File: config.mk
export PLATFORM = sky130hd
export DESIGN_NAME = menu_screen_renderer
export DESIGN_NICKNAME = d
export VERILOG_FILES = /design/src/rtl/menu_screen_renderer.sv
export SDC_FILE = /design/constraint.sdc
export NUM_CORES = 1
export LEC_CHECK = 0
export CAP_MARGIN = 30
export CORE_UTILIZATION = 49
export CTS_CLUSTER_SIZE = 30
export DETAILED_ROUTE_END_ITERATION = 6
export PLACE_DENSITY_LB_ADDON = 0.08
export SLEW_MARGIN = 5
export SYNTH_ARGS = -nofsm -noshare
export SYNTH_HDL_FRONTEND = slang
export SYNTH_SLANG_ARGS = --single-unit
File: constraint.sdc
create_clock -name clk -period 2.8 [get_ports clk]
set_input_delay 0.42 -clock clk [delete_from_list [all_inputs] [get_ports clk]]
set_output_delay 0.42 -clock clk [all_outputs]
set_load 0.01 [all_outputs]
File: src/rtl/menu_screen_renderer.sv
// ============================================================================
// Module      : menu_screen_renderer
// Description : N-item vertical button menu for the 96x64 OLED. Includes a
//               cursor FSM, highlight blink and confirm flash. The selection
//               is reported to the game FSM. Optional cursor wrap-around is
//               enabled by defining MENU_WRAP_EN.
// Revision    : 1.0 - initial release
// ============================================================================
`timescale 1ns/1ps
`default_nettype none

module menu_screen_renderer #(
    parameter int          N_ITEMS        = 3,
    parameter int          BOX_X0         = 43,
    parameter int          BOX_W          = 11,
    parameter int          ITEM_Y0        = 18,
    parameter int          ITEM_H         = 9,
    parameter int          ITEM_PITCH     = 11,
    parameter int          BLINK_FRAMES   = 16,
    parameter int          CONFIRM_FRAMES = 8,
    parameter logic [15:0] FG             = 16'hFFFF,
    parameter logic [15:0] HL             = 16'h07E0,
    parameter logic [15:0] BG             = 16'h0000
) (
    input  logic        clk,
    input  logic        reset,
    input  logic [6:0]  x,
    input  logic [5:0]  y,
    input  logic        frame_tick,
    input  logic        btn_up,
    input  logic        btn_down,
    input  logic        btn_sel,
    output logic [15:0] oled_data,
    output logic [2:0]  cursor,
    output logic        sel_valid,
    output logic [2:0]  sel_index,
    output logic        busy
);

    localparam logic [1:0] S_NAV     = 2'd0;
    localparam logic [1:0] S_CONFIRM = 2'd1;
    localparam logic [1:0] S_DONE    = 2'd2;

    localparam logic [2:0] c_last_item  = 3'(N_ITEMS - 1);
    localparam logic [7:0] c_blink_last = 8'(BLINK_FRAMES - 1);
    localparam logic [7:0] c_conf_last  = 8'(CONFIRM_FRAMES - 1);
    localparam logic [9:0] c_x_lo       = 10'(BOX_X0);
    localparam logic [9:0] c_x_hi       = 10'(BOX_X0 + BOX_W - 1);

    logic [1:0]  r_state;
    logic [1:0]  w_state_nxt;
    logic [2:0]  r_cursor;
    logic [2:0]  w_cursor_nxt;
    logic        r_phase;
    logic [7:0]  r_blink_cnt;
    logic [7:0]  r_conf_cnt;
    logic [2:0]  r_sel_index;
    logic [15:0] r_oled;
    logic [15:0] w_pix;
    logic        w_fill;
    logic        w_up;
    logic        w_down;
    logic        w_move;
    logic        w_sel_done;
    logic [9:0]  w_x10;
    logic [9:0]  w_y10;
    logic [7:0]  w_edge;
    logic [7:0]  w_inner;

    // ------------------------------------------------------------------
    // FSM: state register
    // ------------------------------------------------------------------
    always_ff @(posedge clk) begin
        if (reset) begin
            r_state <= S_NAV;
        end else begin
            r_state <= w_state_nxt;
        end
    end

    assign w_sel_done = (r_state == S_CONFIRM) && frame_tick && (r_conf_cnt == c_conf_last);

    // ------------------------------------------------------------------
    // FSM: next-state logic
    // ------------------------------------------------------------------
    always_comb begin
        w_state_nxt = r_state;
        case (r_state)
            S_NAV:     if (btn_sel) w_state_nxt = S_CONFIRM;
            S_CONFIRM: if (w_sel_done) w_state_nxt = S_DONE;
            S_DONE:    w_state_nxt = S_NAV;
            default:   w_state_nxt = S_NAV;
        endcase
    end

    // ------------------------------------------------------------------
    // FSM: outputs
    // ------------------------------------------------------------------
    always_comb begin
        busy      = (r_state == S_CONFIRM);
        sel_valid = (r_state == S_DONE);
    end

    // Select beats any same-cycle direction press, and opposing presses cancel.
    assign w_up   = (r_state == S_NAV) && btn_up && !btn_down && !btn_sel;
    assign w_down = (r_state == S_NAV) && btn_down && !btn_up && !btn_sel;

    always_comb begin
        w_cursor_nxt = r_cursor;
        if (w_up) begin
`ifdef MENU_WRAP_EN
            w_cursor_nxt = (r_cursor == 3'd0) ? c_last_item : r_cursor - 3'd1;
`else
            if (r_cursor != 3'd0) w_cursor_nxt = r_cursor - 3'd1;
`endif
        end else if (w_down) begin
`ifdef MENU_WRAP_EN
            w_cursor_nxt = (r_cursor == c_last_item) ? 3'd0 : r_cursor + 3'd1;
`else
            if (r_cursor != c_last_item) w_cursor_nxt = r_cursor + 3'd1;
`endif
        end
    end

    // A blocked press at a saturated edge is not a move and keeps the blink state.
    assign w_move = (w_cursor_nxt != r_cursor);

    always_ff @(posedge clk) begin
        if (reset) begin
            r_cursor    <= 3'd0;
            r_phase     <= 1'b1;
            r_blink_cnt <= 8'd0;
            r_conf_cnt  <= 8'd0;
            r_sel_index <= 3'd0;
            r_oled      <= 16'd0;
        end else begin
            r_cursor <= w_cursor_nxt;
            r_oled   <= w_pix;

            if (r_state == S_NAV) begin
                if (w_move) begin
                    r_phase     <= 1'b1;
                    r_blink_cnt <= 8'd0;
                end else if (frame_tick) begin
                    if (r_blink_cnt == c_blink_last) begin
                        r_blink_cnt <= 8'd0;
                        r_phase     <= ~r_phase;
                    end else begin
                        r_blink_cnt <= r_blink_cnt + 8'd1;
                    end
                end
            end

            if ((r_state == S_NAV) && btn_sel) begin
                r_conf_cnt <= 8'd0;
            end else if ((r_state == S_CONFIRM) && frame_tick) begin
                r_conf_cnt <= r_conf_cnt + 8'd1;
            end

            if (w_sel_done) r_sel_index <= r_cursor;
        end
    end

    // ------------------------------------------------------------------
    // Pixel path: box hit tests, widened so item tops never wrap
    // ------------------------------------------------------------------
    assign w_x10 = {3'd0, x};
    assign w_y10 = {4'd0, y};

    for (genvar gi = 0; gi < 8; gi++) begin : g_item
        if (gi < N_ITEMS) begin : g_live
            localparam logic [9:0] c_top = 10'(ITEM_Y0 + gi * ITEM_PITCH);
            localparam logic [9:0] c_bot = 10'(ITEM_Y0 + gi * ITEM_PITCH + ITEM_H - 1);
            logic w_hit;
            logic w_rim;
            assign w_hit = (w_x10 >= c_x_lo) && (w_x10 <= c_x_hi) &&
                           (w_y10 >= c_top) && (w_y10 <= c_bot);
            assign w_rim = (w_x10 == c_x_lo) || (w_x10 == c_x_hi) ||
                           (w_y10 == c_top) || (w_y10 == c_bot);
            assign w_edge[gi]  = w_hit && w_rim;
            assign w_inner[gi] = w_hit && !w_rim;
        end else begin : g_pad
            assign w_edge[gi]  = 1'b0;
            assign w_inner[gi] = 1'b0;
        end
    end

    // DONE lasts one cycle and shows the ordinary blink state.
    assign w_fill = (r_state == S_CONFIRM) ? ~r_conf_cnt[0] : r_phase;

    always_comb begin
        w_pix = BG;
        if (|w_edge) begin
            w_pix = FG;
        end else if (w_inner[r_cursor] && w_fill) begin
            w_pix = HL;
        end
    end

    assign oled_data = r_oled;
    assign cursor    = r_cursor;
    assign sel_index = r_sel_index;

endmodule

`default_nettype wire

==> results.md <==
* Startpoint types: flop
* Clk_lat worst skew at 0.32 ns
* Power Total at about 0.00072 W
* Chip Height at 62.0 microns
* CTS tree: built
* Endpoints failing setup at 0
* Post-CTS Resized at 0
* Via/cell ratio at around 5.4
* H-tree Lvls at 1
* Synth Area in Simple Gates at 26.8%
* Clk slew on worst S/H paths at ~0.14 ns
* Initial antenna violation count at 0
* Reg area at between 500 and 600 sq um
* Core Box Area at between 0.003 and 0.004 sq mm
* Post-synth EDFFs at 0
* CTS root buf: clkbuf_4
* Multiplexer area fraction after synthesis at 2.84%
* Routed vias at 1,571
* Final worst-path cycle share at between 80% and 90%
* Sequential area share after synthesis at ~30%
* First-pass GRT wire length at 5580 microns
* Die ar. at approximately 0.0038 sq mm
* Initial Util at 52.0%
* Compound-Gate Fraction of Synth Area at ~20%
* Layout Area Growth over Synthesis at 21.6%
* # diodes at 0
* Hold path depth at 2
* Crit Path Category: reg -> reg
* Synthesized cell area at 0.00176 sq mm
* CTS Buf Count at 3
* Final Hold Fails at 0
* Setup slack, reg-to-reg at around 0.43 ns
* Data arrival, critical path at between 2 and 3 ns
* Yosys warns at 0
* Largest net degree at the start of global routing at 16
* Longest Clk Path Bufs at 2
* I/O pin count at 43
* Multi-input logic area at 0.00107 sq mm
* DRT Wirelength at between 3000 and 4000 microns
* Clock Skews at between 0.002 and 0.003 ns
* Slew @ Worst Pin at between 0.5 and 0.6 ns
* Dpl cells at 285
* Crit-path max FO at 9
* Syn Nets at between 200 and 250
* Setup tns final at 0 ns
* Row count at 21
* Avg Synthesized Cell Area at just over 8 sq um
* Gate Count Post-Synth at ~220
* Commonest register cell after synthesis: dfxtp_1
* Status: finished, final reports clean
* Chip width at a little over 60 microns
* Largest family of logic cells by synthesized area: simple AND/OR/NAND/NOR gates
* FF+latch count, synth at 27
* Worst slew margin at about two thirds
* Cells along the critical path: inv_1 -> ha_1 -> xnor2_1 -> a211oi_4 -> o41ai_4 -> nor3_1 -> xnor2_1 -> nor2_1
* Req. time, crit path at between 3 and 4 ns
* Initial DRT Pass Iterations at 4
* Crit path capture type: flop
* Post-CTS Hold Buffers at 0
* Non-filler cells, final at 289
* Antenna-violating nets left at 0
* Pins Over Slew Limit at 0
* Max frequency at 421 MHz
* Post-CTS Repair Setup Buffers at 0
* Final Critical Period at 2.37 ns
* Min-Delay Path Class: reg -> reg
* Hold_ws at roughly 0.52 ns
* RSZ-0062 raised after global routing: false
* Synth async-reset ratio at 0%
* Cell variety after synth at between 40 and 50
* TritonCTS Sinks at 27
* Nets at 269
* Total grt overflow at 0
* Leakage at 0.793 nW
* Post-Synth Adder-Cell Area at between 4 and 5%
* Worst-case reg-to-reg path depth at 8
* Max incr delay on CP at around 0.55 ns
* Most frequent CP cell: xnor2_1
* Total track usage at roughly a fifth
* Port buffer count at 42
* Drt drc at 0
* Post-synthesis xor/xnor area fraction at 6.46%
* WL/cell at about 11 microns
* Worst path slowest cell: o41ai_4
* IR drop worst, VDD at ~0.00028 V
* DR iter-0 viols at 39
* Fillers at about 310
* Max-Cap Viols at 0
* Layout cells sized above 1 at under 10%
* Final Wtd Congestion at 0.774
* Vias in the first global route at about 1.3k
* Pwr/cell area at 337 mW/mm^2
* DPL Wire Length at between 2000 and 3000 microns
path summary, 6_finish.rpt:
path	start	endpoint
setup / recovery	cursor[1]	r_blink_cnt[7]
hold / removal	r_blink_cnt[2]	r_blink_cnt[2]
setup reg to reg	cursor[1]	r_blink_cnt[7]
hold reg to reg	r_blink_cnt[2]	r_blink_cnt[2]
cell families after synthesis:
family                     count (synthesis)
AOI/OAI and AO/OA                         48
xor gates and xnor gates                  13
adders and majority gates                  6
buffers and inverters                     26
DFF                                       27
muxes                                      5
and+or+nand+nor                           92
per-layer routing:
metal,global-route usage [%],vias to the layer above,share of wire [%]
li1,-,810,-
met1,28.7,716,53
met2,28.0,43,42
met3,5.18,2,4.5
met4,3.17,0,0.51
met5,0,-,0
through the flow:
step	worst slack [ns]	utilization (%)	cell area (sq um)
finish	0.426	63.2	2140
global route	0.190	63.2	2140
CTS	0.416	63.2	2140
detailed placement	0.386	62.4	2110
global placement	0.412	62.4	2110
floorplan	0.612	-	1760
worst max-delay path: cells and delay by family, from the launching register on:
family / cells / cell delay [ns]
AND/OR/NAND/NOR: 2 / 0.19
buffers and inverters: 1 / 0.14
AO/OA/AOI/OAI: 2 / 0.66
flip-flops: 1 / 0.52
adder cells (fa/ha/maj): 1 / 0.34
XOR/XNOR: 2 / 0.41
synth_stat cells, types with 2 or more instances:
library cell / instances / share of area, %
nor2_1: 30 / 6.4
clkbuf_1: 6 / 1.3
inv_1: 5 / 1.1
nand3_1: 7 / 2.0
nor3_1: 7 / 2.0
o31ai_1: 2 / 0.85
nor2b_1: 4 / 1.4
nor4b_1: 2 / 0.99
nand2b_1: 4 / 1.4
buf_4: 14 / 6.0
a21o_1: 4 / 1.7
dfxtp_1: 27 / 31
nand2_1: 16 / 3.4
ha_1: 6 / 4.3
nor3b_1: 3 / 1.3
or3_1: 4 / 1.4
xnor2_1: 7 / 3.5
mux2i_1: 5 / 2.8
and3_1: 4 / 1.4
nor4_1: 4 / 1.4
xor2_1: 6 / 3.0
o21a_1: 3 / 1.3
a211oi_4: 2 / 2.3
a21oi_1: 14 / 4.0
o21ai_0: 10 / 2.8
placed cells by master (no fill, tap or decap), drive strengths merged, types with 5 or more instances in the layout:
| cell | instances |
|---|---|
| clkdlybuf4s50 | 42 |
| nor2 | 30 |
| dfxtp | 27 |
| nand2 | 16 |
| a21oi | 15 |
| o21ai | 10 |
| nor3 | 8 |
| nand3 | 7 |
| xnor2 | 7 |
| xor2 | 6 |
| ha | 6 |
| inv | 5 |
| mux2i | 5 |
state kept, by name, summed over array words and instances (netlist names):
name / cells
r_conf_cnt: 8
cursor: 3
r_blink_cnt: 8
oled_data: 2
sel_index: 3
r_state: 2
r_phase: 1
report_power, final:
group | leakage [nW] | internal, W | switching, W
clock | 0.0177 | 0.0000536 | 0.000112
combinational | 0.556 | 0.0000762 | 0.0000763
sequential | 0.218 | 0.000393 | 0.0000105
final cells by class:
class                      instances  share of cell area [%]
inverter                           5                   0.876
sequential                        27                    25.2
tap                               46                    2.69
multi-input combinational        164                    49.9
clock buffer                       3                    1.05
timing repair buffer              43                    20.0
clock inverter                     1                   0.234
Power figures use the tool's default switching activity.
